<file path="src/rtl/vsrc_pkg.sv">
// Shared flit format and FSM definitions for the virtual traffic source.
// `DW (flit width) and `PKT_LEN (default packet length) fall back to defaults here.
`ifndef DW
`define DW 32
`endif
`ifndef PKT_LEN
`define PKT_LEN 4
`endif

package vsrc_pkg;

  localparam int FLIT_W = `DW;

  typedef enum logic [1:0] {
    FLIT_BODY = 2'b00,
    FLIT_HEAD = 2'b01,
    FLIT_TAIL = 2'b10
  } flit_type_t;

  localparam int TYPE_LSB  = FLIT_W - 2;
  localparam int LOC_Y_LSB = 0;
  localparam int LOC_X_LSB = 4;
  localparam int IDX_LSB   = 8;
  localparam int COORD_W   = 4;
  localparam int IDX_W     = 16;

  typedef enum logic [2:0] {
    IDLE,
    HEAD,
    BODY,
    TAIL,
    GAP,
    DONE
  } state_t;

endpackage

</file>
<file path="src/rtl/vsrc_flit_fmt.sv">
// Combinational flit builder: packs type, coordinate pair and index into one flit word.
// Heads carry the destination in the coordinate fields, body/tail flits carry the source.
module vsrc_flit_fmt
  import vsrc_pkg::*;
(
  input  flit_type_t         type_i,
  input  logic [COORD_W-1:0] x_i,
  input  logic [COORD_W-1:0] y_i,
  input  logic [IDX_W-1:0]   idx_i,
  output logic [FLIT_W-1:0]  flit_o
);

  always_comb begin
    flit_o = '0;
    flit_o[TYPE_LSB +: 2]        = type_i;
    flit_o[IDX_LSB +: IDX_W]     = idx_i;
    flit_o[LOC_X_LSB +: COORD_W] = x_i;
    flit_o[LOC_Y_LSB +: COORD_W] = y_i;
  end

endmodule

</file>
<file path="src/rtl/virtual_src.sv">
// Virtual traffic injector: streams num_pkt framed packets of pkt_len flits after start_i.
// Optional macro VSRC_GAP_EN inserts `gap` idle cycles between packets.
module virtual_src
  import vsrc_pkg::*;
#(
  parameter int x       = 0,
  parameter int y       = 0,
  parameter int dst_x   = 0,
  parameter int dst_y   = 0,
  parameter int num_pkt = 10000,
  parameter int pkt_len = `PKT_LEN,
  parameter int gap     = 0
) (
  input  logic              clk,
  input  logic              rst,
  input  logic              start_i,
  output logic [`DW-1:0]    data_o,
  output logic              valid_o,
  input  logic              ready_i,
  output logic              busy_o,
  output logic              done_o,
  output logic [15:0]       pkt_cnt_o
);

  if (pkt_len < 3 || num_pkt < 1 || num_pkt > 65535 || gap < 0) begin : g_cfg_err
    $error("virtual_src: unsupported parameter set");
  end

  localparam logic [15:0]        LAST_BODY = 16'(pkt_len - 2);
  localparam logic [15:0]        LAST_PKT  = 16'(num_pkt - 1);
  localparam logic [COORD_W-1:0] SRC_X     = COORD_W'(x);
  localparam logic [COORD_W-1:0] SRC_Y     = COORD_W'(y);
  localparam logic [COORD_W-1:0] DST_X     = COORD_W'(dst_x);
  localparam logic [COORD_W-1:0] DST_Y     = COORD_W'(dst_y);
`ifdef VSRC_GAP_EN
  localparam logic [15:0]        GAP_CYC   = 16'(gap);
`endif

  state_t            state_q, state_d;
  logic [15:0]       flit_cnt_q, flit_cnt_d;
  logic [15:0]       pkt_cnt_q, pkt_cnt_d;
  logic              valid_q, valid_d;
  logic [FLIT_W-1:0] data_q, data_d;
  logic              busy_q, busy_d;
  logic              done_q, done_d;
`ifdef VSRC_GAP_EN
  logic [15:0]       gap_cnt_q, gap_cnt_d;
`endif

  flit_type_t         fmt_type;
  logic [COORD_W-1:0] fmt_x, fmt_y;
  logic [IDX_W-1:0]   fmt_idx;
  logic [FLIT_W-1:0]  fmt_flit;
  logic               xfer;

  assign xfer = valid_q & ready_i;

  // The formatter always builds the flit that would be presented next,
  // so it depends on registered state only and never on ready_i.
  always_comb begin
    fmt_type = FLIT_HEAD;
    fmt_idx  = pkt_cnt_q;
    fmt_x    = DST_X;
    fmt_y    = DST_Y;
    case (state_q)
      HEAD, BODY: begin
        fmt_type = (state_q == BODY && flit_cnt_q == LAST_BODY) ? FLIT_TAIL : FLIT_BODY;
        fmt_idx  = flit_cnt_q + 16'd1;
        fmt_x    = SRC_X;
        fmt_y    = SRC_Y;
      end
      TAIL:    fmt_idx = pkt_cnt_q + 16'd1;
      default: ;
    endcase
  end

  vsrc_flit_fmt u_fmt (
    .type_i (fmt_type),
    .x_i    (fmt_x),
    .y_i    (fmt_y),
    .idx_i  (fmt_idx),
    .flit_o (fmt_flit)
  );

  always_comb begin
    state_d    = state_q;
    flit_cnt_d = flit_cnt_q;
    pkt_cnt_d  = pkt_cnt_q;
    valid_d    = valid_q;
    data_d     = data_q;
    busy_d     = busy_q;
    done_d     = done_q;
`ifdef VSRC_GAP_EN
    gap_cnt_d  = gap_cnt_q;
`endif
    case (state_q)
      IDLE: begin
        if (start_i) begin
          state_d = HEAD;
          valid_d = 1'b1;
          busy_d  = 1'b1;
          data_d  = fmt_flit;
        end
      end
      HEAD: begin
        if (xfer) begin
          state_d    = BODY;
          flit_cnt_d = 16'd1;
          data_d     = fmt_flit;
        end
      end
      BODY: begin
        if (xfer) begin
          flit_cnt_d = flit_cnt_q + 16'd1;
          data_d     = fmt_flit;
          if (flit_cnt_q == LAST_BODY) state_d = TAIL;
        end
      end
      TAIL: begin
        if (xfer) begin
          pkt_cnt_d  = pkt_cnt_q + 16'd1;
          flit_cnt_d = 16'd0;
          if (pkt_cnt_q == LAST_PKT) begin
            state_d = DONE;
            valid_d = 1'b0;
            busy_d  = 1'b0;
            done_d  = 1'b1;
            data_d  = '0;
          end else begin
`ifdef VSRC_GAP_EN
            if (GAP_CYC != 16'd0) begin
              state_d   = GAP;
              valid_d   = 1'b0;
              data_d    = '0;
              gap_cnt_d = GAP_CYC - 16'd1;
            end else begin
              state_d = HEAD;
              data_d  = fmt_flit;
            end
`else
            state_d = HEAD;
            data_d  = fmt_flit;
`endif
          end
        end
      end
`ifdef VSRC_GAP_EN
      GAP: begin
        if (gap_cnt_q == 16'd0) begin
          state_d = HEAD;
          valid_d = 1'b1;
          data_d  = fmt_flit;
        end else begin
          gap_cnt_d = gap_cnt_q - 16'd1;
        end
      end
`endif
      DONE:    ;
      default: state_d = IDLE;
    endcase
  end

  always_ff @(posedge clk) begin
    if (rst) begin
      state_q    <= IDLE;
      flit_cnt_q <= '0;
      pkt_cnt_q  <= '0;
      valid_q    <= 1'b0;
      data_q     <= '0;
      busy_q     <= 1'b0;
      done_q     <= 1'b0;
`ifdef VSRC_GAP_EN
      gap_cnt_q  <= '0;
`endif
    end else begin
      state_q    <= state_d;
      flit_cnt_q <= flit_cnt_d;
      pkt_cnt_q  <= pkt_cnt_d;
      valid_q    <= valid_d;
      data_q     <= data_d;
      busy_q     <= busy_d;
      done_q     <= done_d;
`ifdef VSRC_GAP_EN
      gap_cnt_q  <= gap_cnt_d;
`endif
    end
  end

  assign data_o    = data_q;
  assign valid_o   = valid_q;
  assign busy_o    = busy_q;
  assign done_o    = done_q;
  assign pkt_cnt_o = pkt_cnt_q;

endmodule
</file>
<file path="config.mk">
export PLATFORM = sky130hd
export DESIGN_NAME = virtual_src
export DESIGN_NICKNAME = d
export VERILOG_FILES = /design/src/rtl/vsrc_pkg.sv /design/src/rtl/vsrc_flit_fmt.sv /design/src/rtl/virtual_src.sv
export SDC_FILE = /design/constraint.sdc
export NUM_CORES = 1
export LEC_CHECK = 0
export ABC_AREA = 0
export CORE_UTILIZATION = 40
export CTS_CLUSTER_SIZE = 12
export DETAILED_ROUTE_END_ITERATION = 16
export GPL_ROUTABILITY_DRIVEN = 1
export PLACE_DENSITY = 0.67
export SLEW_MARGIN = 30
export SYNTH_ARGS = -nofsm -noshare
export SYNTH_HDL_FRONTEND = slang
export SYNTH_SLANG_ARGS = --single-unit
export TNS_END_PERCENT = 30
</file>
<file path="constraint.sdc">
create_clock -name clk -period 2.85 [get_ports clk]
set_input_delay 0.4275 -clock clk [delete_from_list [all_inputs] [get_ports clk]]
set_output_delay 0.4275 -clock clk [all_outputs]
set_load 0.1 [all_outputs]
</file>
Word level (Yosys, flattened, before mapping)
Index checks and enable logic that the tools add are counted.
Widths: inputs -> output; s select.
{"block": "word_totals", "output_inout_bits": 51, "reg_bits": 69, "wordCells": 58}
{"block": "classes", "n_mux": 23, "n_addsub": 2, "reduce_logical": 12, "bitwise_logic": 2, "eq_ne": 13}
{"op": "$mux 32", "count": 4}
{"op": "$pmux 32 s3", "count": 1}
{"op": "$mux 16", "count": 3}
{"op": "$pmux 16 s3", "count": 1}
{"op": "$add 16x1->16 const B", "count": 2}
{"op": "$pmux 16 s2", "count": 1}
{"op": "$mux 3", "count": 6}
{"op": "$eq 16x14->1 const B", "count": 1}
{"op": "$eq 16x2->1 const B", "count": 1}
{"op": "$pmux 3 s5", "count": 1}
{"op": "$reduce_and 4->1", "count": 3}
{"op": "$ne 2x2->1 const B", "count": 5}
{"op": "$eq 3x2->1 const B", "count": 2}
{"op": "$reduce_and 6->1", "count": 1}
{"op": "$reduce_bool 3->1", "count": 2}
{"op": "$mux 2", "count": 2}
{"op": "$ne 2x1->1 const B", "count": 2}
{"op": "$eq 3x1->1 const B", "count": 1}
{"op": "$eq 3x3->1 const B", "count": 1}
{"op": "$logic_not 3->1", "count": 1}
{"op": "$mux 1", "count": 3}
{"op": "$reduce_and 3->1", "count": 1}
{"op": "$pmux 1 s2", "count": 1}
{"op": "$reduce_and 2->1", "count": 1}
{"op": "5 further kinds", "count": 5}

Depth between registers and ports, before layout
Gate-level depths: netlist of the first run.
{"block": "depth", "depth_word": 7, "depth_mapped": 7}

Hierarchy
A second synthesis of the first run with hierarchy kept.
{"block": "unflattened", "hier_cells": 468, "area_unflattened_um2": 3920.0}
{"module": "virtual_src", "cells_per_inst": 435, "seq_area_each_um2": 1381.3, "instances": 1, "area_per_inst_um2": 3676.0}
{"module": "vsrc_flit_fmt", "cells_per_inst": 33, "seq_area_each_um2": 0.0, "instances": 1, "area_per_inst_um2": 244.0}

Worst setup path after synthesis of the first run
Ideal clock, no wire load.
{"block": "synth_timing", "path_type": "reg-to-reg", "from": "register pkt_cnt_q[0] (netlist: pkt_cnt_o[0])", "to": "register pkt_cnt_q[10] (netlist: pkt_cnt_o[10])", "synth_period_minus_slack_ns": 2.557, "t_arrival_ns": 2.486, "setup_ns": 0.070, "slack_ns": 0.293, "stages_incl_launch_ff": 7, "t_required_ns": 2.780, "cell_sequence": "dfxtp_1 > ha_1 > nand3_2 > or3_1 > clkbuf_2 > or3_1 > a21oi_1"}
{"block": "synth_between", "elab_chain_len": 1}
{"element": "start: declaration", "line": "virtual_src.sv:41", "source": "logic [15:0] pkt_cnt_q, pkt_cnt_d;"}
{"element": "start signal: assignment", "line": "virtual_src.sv:178", "source": "pkt_cnt_q <= pkt_cnt_d;"}
{"element": "$add 16x1->16", "line": "virtual_src.sv:121", "source": "pkt_cnt_d = pkt_cnt_q + 16'd1;"}
No other way between the ends.
A chain may end at the register's enable or synchronous reset.

Worst setup path in the final report of the first run
{"block": "layout_timing", "from": "register flit_cnt_q[0]", "to": "register data_q[14] (netlist: data_o[14])"}
{"block": "layout_between", "elab_chain_len": 5, "elab_cells_between_ends": 7, "classes_between": "add/sub: 1; mux: 6"}
{"element": "start: declaration", "line": "virtual_src.sv:40", "source": "logic [15:0] flit_cnt_q, flit_cnt_d;"}
{"element": "start signal: assignment", "line": "virtual_src.sv:177", "source": "flit_cnt_q <= flit_cnt_d;"}
{"element": "$add 16x1->16 *", "line": "virtual_src.sv:68", "source": "fmt_idx = flit_cnt_q + 16'd1;"}
{"element": "$pmux 16 s2 *", "line": "virtual_src.sv:65", "source": "case (state_q)"}
{"element": "$mux 32", "line": "virtual_src.sv:123", "source": "if (pkt_cnt_q == LAST_PKT) begin"}
{"element": "$mux 32", "line": "virtual_src.sv:120", "source": "if (xfer) begin"}
{"element": "$pmux 32 s3 *", "line": "virtual_src.sv:96", "source": "case (state_q)"}
{"element": "end signal: assignment", "line": "virtual_src.sv:180", "source": "data_q <= data_d;"}
{"element": "end: declaration", "line": "virtual_src.sv:43", "source": "logic [FLIT_W-1:0] data_q, data_d;"}
Mark *: on every way between the ends. The rest lies on a longest branch, timed or not. The select of a mux whose other input is x is not followed.

==> metrics.txt, run 1 <==
FFs w/ async S/R, synth=0%; post-CTS resize count=0; Placement Cell Area=between 3000 and 4000 sq um; clock latency on the worst-skew pair=roughly 0.32 ns; CTS max path bufs=2; sequential power share=50.7%; power share of the combinational group=19.2%; vias in the first global route=roughly 3000; total gr overflow=0; DIE AREA=9220 sq um; element type at the critical path end=flip-flop; mapped cell area=approximately 3500 sq um; worst r2r path cells=6; chip height=a little under 100 microns; VDD IR max=0.0001970 V; max_slew headroom=39.01%; Psw=530.3 uW; maximum fanout along the worst path=11; Layout area overhead=10.16%; number of flops mapped to enable cells by yosys=0; clock skew=~0.016 ns; placement row count=33; P per Cell Area=402.7 nW/um^2; IO Pins=55; Slew @ Worst Pin=0.9116 ns; fin. max-slew vios=0; FF-to-FF Start=flit_cnt_q[0]; clk root buf=clkbuf_8; syn avg cell area=approximately 7.8 sq um; Routed wire per std cell=~16 microns; Final period util=between 80% and 90%; R2R Setup Slk=around 0.56 ns; # DRC=0; core area=between 8000 and 9000 sq um; Yosys warning total=0; Post-synth top flop=dfxtp_1; status=finished, final reports clean; CP arrival=2.56 ns; hold depth=2; CP startpoint kind=flip-flop; RSZ-0062 raised after global routing=no; Post-Synthesis Cells=456; Antenna Nets Post-Route=0; TritonCTS clock tree=yes; Hold Slack=between 0.4 and 0.5 ns; layout cells sized above 1=14.95%; clk slew on worst S/H paths=0.11 ns; cell area after layout=3895 sq um; minimum clock period=roughly 2.3 ns; Clk pwr share=30.2%; critical path launch point=flit_cnt_q[0]; Nets=481; Hold Path Origin=data_o[17]; Hold EP=data_o[17]; net switching fraction of the power=33.81%; Hold Crit Class=flip-flop to flip-flop; vias per cell=slightly below 6; RR Endpoint=data_o[14]; most frequent CP cell=a32o_1; Total Neg Setup Slack=0 ns; total number of vias=3431; WP data required=approximately 3.1 ns; # setup viols final=0; input/output buffers=40; Critical Path Stages=6; drt pass-1 iters=5; # Max-Cap Violations=0; CP Cell Sequence=ha_1, nand3_1, or3_1, a32o_1, o21ai_0, a32o_1; Internal=1.038 mW; crit-path leading delay family=simple AND/OR/NAND/NOR gates; DPL Wire Length=6809 microns; drt initial violations=276; Synth top area share=31.14%; Critical Path Max Stage Delay=0.54 ns; Post-CTS Repair Setup Buffers=0; FF+latch count, synth=55; first-pass GRT wire length=between 15000 and 20000 microns; WP buf/inv=0; Achievable Freq=436.5 MHz; final wirelength=9374 microns; ant diodes=0; GPL Wtd Cong=0.8778; die width=96.02 microns; GRT Overall Usage=21.51%; Crit Path Category=flip-flop to flip-flop; synth top area cells=dfxtp_1 31%, nor2_1 5.6%, buf_4 4.2%, o21ai_0 4.2%, nand2_1 3.9%; sequential share of the synthesized area=31.14%; cell taking the most area after synthesis=dfxtp_1; Clock H-tree levels=2; pin count of the biggest net entering global routing=28; starting density of the core=42.19%; cts bufs inserted=5; cts hold-fix bufs=0; Yosys cell types=62; total clock sinks=55; Lkg Pwr=1.420 nW; initial antenna violation count=0; Hold Fails Final Rpt=0; fillers=850; CP max stage cell=or3_1
==> cell usage in the layout (no fill, tap or decap), types with 6 or more instances in the layout <==
cell type,instances
conb_1,14
a31oi_1,6
a21oi_1,25
nand2b_1,7
o21ai_0,30
xnor2_1,14
o22ai_1,6
and3_1,9
nand2_1,37
nor2_1,53
buf_4,47
a22oi_1,8
clkbuf_8,6
inv_1,7
nor3_1,14
dfxtp_1,55
nor4_1,10
xor2_1,14
nand4_1,8
or3_1,8
nand3_1,17
==> logic make-up (layout without fill, tap and decap cells) <==
group / Yosys count / count (layout) / share of synthesized area (%)
AOI/OAI and AO/OA: 112 / 112 / 20.74
adders and majority gates: 3 / 3 / 1.062
other: 1 / 14 / 0.1061
buffers and inverters: 59 / 65 / 9.200
DFF: 55 / 55 / 31.14
and+or+nand+nor: 196 / 196 / 30.25
muxes: 2 / 2 / 0.5662
xor gates and xnor gates: 28 / 28 / 6.936
==> per-layer routing <==
layer  track usage (%)  up-vias  routed length, microns
li1                  -     1648                       -
met1             30.37     1633                    4393
met2             34.10      142                    4282
met3             3.476        8                     598
met4             4.975        0                      99
met5                 0        -                       0
==> how the worst max path moves through the flow <==
stage,end,slack (ns)
3_3_place_gp,flit_cnt_q[3],0.42
6_report,data_o[14],0.56
4_1_cts,data_o[14],0.57
3_5_place_dp,flit_cnt_q[3],0.40
5_1_grt,flit_cnt_q[15],0.37
2_1_floorplan,pkt_cnt_o[10],0.29
==> power groups by stage <==
stage	clock network, mW	logic, mW	registers, mW
finish	0.473	0.301	0.795
global route	0.516	0.318	0.797
CTS	0.488	0.299	0.794
detailed placement	0	0.299	0.812
global placement	0	0.297	0.812
floorplan	0	0.220	0.856
==> registers in the layout, summed over array words and instances, names as in the netlist <==
signal / count
data_o: 18
flit_cnt_q: 16
busy_o: 1
done_o: 1
pkt_cnt_o: 16
state_q: 3
==> synth_stat cells (3+ instances only) <==
| cell | number |
|---|---|
| nor3_1 | 14 |
| xor2_1 | 14 |
| buf_4 | 20 |
| dfxtp_1 | 55 |
| nand3_1 | 17 |
| ha_1 | 3 |
| a211oi_1 | 4 |
| clkbuf_1 | 14 |
| a22oi_1 | 8 |
| and3_1 | 9 |
| nand4_1 | 8 |
| nand2b_1 | 7 |
| a21oi_1 | 25 |
| inv_1 | 7 |
| a32oi_1 | 3 |
| o21bai_1 | 3 |
| o22ai_1 | 6 |
| nor4_2 | 3 |
| nor2_1 | 53 |
| buf_2 | 15 |
| a22o_1 | 3 |
| xnor2_1 | 14 |
| nor4_1 | 10 |
| nor3_2 | 4 |
| nand3_2 | 4 |
| a31oi_1 | 6 |
| nor4b_1 | 3 |
| nand2_1 | 37 |
| nand3b_1 | 4 |
| o21ai_0 | 30 |
| o311a_1 | 4 |
| nor2b_1 | 4 |
| or3_1 | 8 |
==> final cells by class <==
cell class | count | area [sq um] | area share (%)
Clock buffer | 7 | 86.33 | 2.217
Clock inverter | 1 | 8.758 | 0.2249
Inverter | 7 | 26.28 | 0.6746
Multi-Input combinational cell | 355 | 2158 | 55.41
Sequential cell | 55 | 1101 | 28.27
Tap cell | 105 | 131.4 | 3.373
Timing Repair Buffer | 50 | 382.9 | 9.830
==> stage by stage <==
step | total power [mW] | setup WS, ns | utilization, % | cells
5_1_grt | 1.632 | 0.3710 | 46.47 | 580
6_report | 1.569 | 0.5589 | 46.47 | 580
4_1_cts | 1.582 | 0.5747 | 46.47 | 580
3_5_place_dp | 1.111 | 0.3966 | 45.34 | 572
2_1_floorplan | 1.076 | 0.2935 | - | 469
3_3_place_gp | 1.108 | 0.4226 | 45.34 | 572
==> worst reg2reg max path: cells and delay by family, from the launching register on <==
kind	cells	cell delay [ns]
AND/OR/NAND/NOR	2	0.93
AO/OA/AOI/OAI	3	0.58
adder cells (fa/ha/maj)	1	0.28
flip-flops	1	0.47
Note: power is estimated with default switching activity, not from simulation.
==> inputs of run 2 (changes only) <==
--- a/config.mk
+++ b/config.mk
@@ -10,7 +10,7 @@
 export CTS_CLUSTER_SIZE = 12
 export DETAILED_ROUTE_END_ITERATION = 16
 export GPL_ROUTABILITY_DRIVEN = 1
-export PLACE_DENSITY = 0.67
+export PLACE_DENSITY = 0.7
 export SLEW_MARGIN = 30
 export SYNTH_ARGS = -nofsm -noshare
 export SYNTH_HDL_FRONTEND = slang
==> constraint.sdc (replaced) <==
create_clock -name clk -period 2.1 [get_ports clk]
set_input_delay 0.315 -clock clk [delete_from_list [all_inputs] [get_ports clk]]
set_output_delay 0.315 -clock clk [all_outputs]
set_load 0.1 [all_outputs]
==> run 2 against run 1 <==
Against the previous run:
- utilization increased by 2.0 points
- critical path type unchanged
- sequential power is 36% higher
- first-iteration DRC count down 7.2%
- critical endpoint is now data_o[16]
- critical path depth up 1
- cell count up 2.4%
- largest power group unchanged
- register-to-register slack lost 0.44 ns
- final area up 4.4%
- highest routed layer unchanged
==> metrics.txt, run 2 (synthesis results as in run 1) <==
cts bufs inserted=5 (unchanged); Clock H-tree levels=2 (unchanged); max reg flops=18 (unchanged); ant diodes=0 (unchanged); Antenna Nets Post-Route=0 (unchanged); total number of vias=3408 (was 3431); Hold Crit Class=flip-flop to flip-flop (unchanged); most common cell after layout, fill and taps aside=buf_4 (was dfxtp_1); Total Neg Setup Slack=0 ns (unchanged); TritonCTS clock tree=yes (unchanged); starting density of the core=42.19% (unchanged); clock skew=0.01016 ns (was 0.01571 ns); placement row count=33 (unchanged); pin count of the biggest net entering global routing=22 (was 28); RSZ-0062 raised after global routing=yes (was no); Clk pwr share=28.0% (was 30.2%); power share of the combinational group=20.5% (was 19.2%); layout cells sized above 1=22.09% (was 14.95%); drt initial violations=256 (was 276); fin. max-slew vios=0 (unchanged); # setup viols final=0 (unchanged); DPL Wire Length=6996 microns (was 6809 microns); CP arrival=2.19 ns (was 2.56 ns); WP data required=2.31 ns (was 3.12 ns); final wirelength=9401 microns (was 9374 microns); drt pass-1 iters=5 (unchanged); Achievable Freq=505.3 MHz (was 436.5 MHz); clk slew on worst S/H paths=0.10 ns (was 0.11 ns); element type at the critical path end=flip-flop (unchanged); VDD IR max=0.0002548 V (was 0.0001970 V); Post-CTS Repair Setup Buffers=0 (unchanged); Internal=1.385 mW (was 1.038 mW); initial antenna violation count=0 (unchanged); # DRC=0 (unchanged); vias per cell=5.737 (was 5.916); Psw=703.4 uW (was 530.3 uW); Final period util=94.24% (was 80.39%); input/output buffers=40 (unchanged); sequential power share=51.5% (was 50.7%); final core occ=48.50% (was 46.47%); Slew @ Worst Pin=0.5481 ns (was 0.9116 ns); Routed wire per std cell=15.83 microns (was 16.16 microns); clock latency on the worst-skew pair=0.31 ns (was 0.32 ns); IO Pins=55 (unchanged); core area=8382 sq um (unchanged); Crit Path Category=flip-flop to flip-flop (unchanged); Lkg Pwr=1.514 nW (was 1.420 nW); DIE AREA=9220 sq um (unchanged); chip height=96.02 microns (unchanged); die width=96.02 microns (unchanged); GPL Wtd Cong=0.8763 (was 0.8778); minimum clock period=1.979 ns (was 2.291 ns); Nets=495 (was 481); status=finished, final reports clean (unchanged); P per Cell Area=513.9 nW/um^2 (was 402.7 nW/um^2); Hold Slack=0.4643 ns (was 0.4653 ns); CP startpoint kind=flip-flop (unchanged); Layout area overhead=14.97% (was 10.16%); GRT Overall Usage=21.08% (was 21.51%); first-pass GRT wire length=15190 microns (was 15480 microns); CTS max path bufs=2 (unchanged); total clock sinks=55 (unchanged); total gr overflow=0 (unchanged); Hold Fails Final Rpt=0 (unchanged); maximum fanout along the worst path=5 (was 11); # Max-Cap Violations=0 (unchanged); clk root buf=clkbuf_8 (unchanged); vias in the first global route=3058 (was 2984); commonest non-fill, non-tap cells in the layout=59 x buf_4, 51 x nor2_1, 37 x nand2_1 (was 55 x dfxtp_1, 53 x nor2_1, 47 x buf_4); max_slew headroom=63.42% (was 39.01%); net switching fraction of the power=33.68% (was 33.81%)
[run 2: cell types whose count changed in the layout (fill, tap and decap cells not counted), sizes merged]
cell	change
buf	+14
clkbuf	-1
clkinvlp	+1
[run 2: worst max-delay path: stages (launching register included)]
cell,delay [ns]
dfxtp_1,0.41
ha_2,0.24
nand3_1,0.17
buf_4,0.22
nor3_2,0.25
xnor2_1,0.19
o221ai_1,0.18
a22o_1,0.22
[run 2: routing by layer]
layer	track usage [%]	part of all wire (%)	vias up
met5	0	0	-
li1	-	-	1675
met4	6.841	2.2	0
met3	3.318	4.8	17
met1	28.87	47	1609
met2	33.63	46	107
[run 2: layout make-up]
class	instances	area [sq um]
Clock buffer	6	72.57
Clock inverter	2	12.51
Fill cell	836	4317
Inverter	7	26.28
Multi-Input combinational cell	355	2180
Sequential cell	55	1130
Tap cell	105	131.4
Timing Repair Buffer	64	513.0
[run 2: power groups by stage]
stage          Clock (mW)  Combinational (mW)  Sequential (mW)
2_1_floorplan           0               0.299             1.16
3_3_place_gp            0               0.421             1.10
3_5_place_dp            0               0.424             1.10
4_1_cts             0.616               0.425             1.07
5_1_grt             0.640               0.453             1.08
6_report            0.584               0.429             1.08
[run 2: through the flow]
stage / total power [mW] / setup slack, ns / cell area, sq um / cells
3_5_place_dp: 1.523 / -0.06041 / 3956 / 586
2_1_floorplan: 1.458 / 0.04223 / 3611 / 469
4_1_cts: 2.115 / 0.06211 / 4041 / 594
5_1_grt: 2.172 / -0.04299 / 4065 / 594
6_report: 2.089 / 0.1209 / 4065 / 594
3_3_place_gp: 1.520 / -0.03985 / 3956 / 586
[run 2: final timing paths]
path | from | to | slack (ns) | cells after the start
hold reg to reg | data_o[18] | data_o[18] | 0.46 | 2
setup reg to reg | flit_cnt_q[1] | data_o[16] | 0.12 | 7
hold / removal | data_o[18] | data_o[18] | 0.46 | 2
setup / recovery | flit_cnt_q[1] | data_o[16] | 0.12 | 7
[run 2: what timing repair did]
action	CTS	global route
setup endpoints to repair	0	20
hold buffers	0	0
gates resized for setup	0	8
==> inputs of run 3 (changes only) <==
--- a/config.mk
+++ b/config.mk
@@ -11,6 +11,7 @@
 export DETAILED_ROUTE_END_ITERATION = 16
 export GPL_ROUTABILITY_DRIVEN = 1
 export PLACE_DENSITY = 0.7
+export SKIP_CTS_REPAIR_TIMING = 1
 export SLEW_MARGIN = 30
 export SYNTH_ARGS = -nofsm -noshare
 export SYNTH_HDL_FRONTEND = slang
==> results of run 3 <==
Final layout, timing and power as in run 2 (identical DEF).
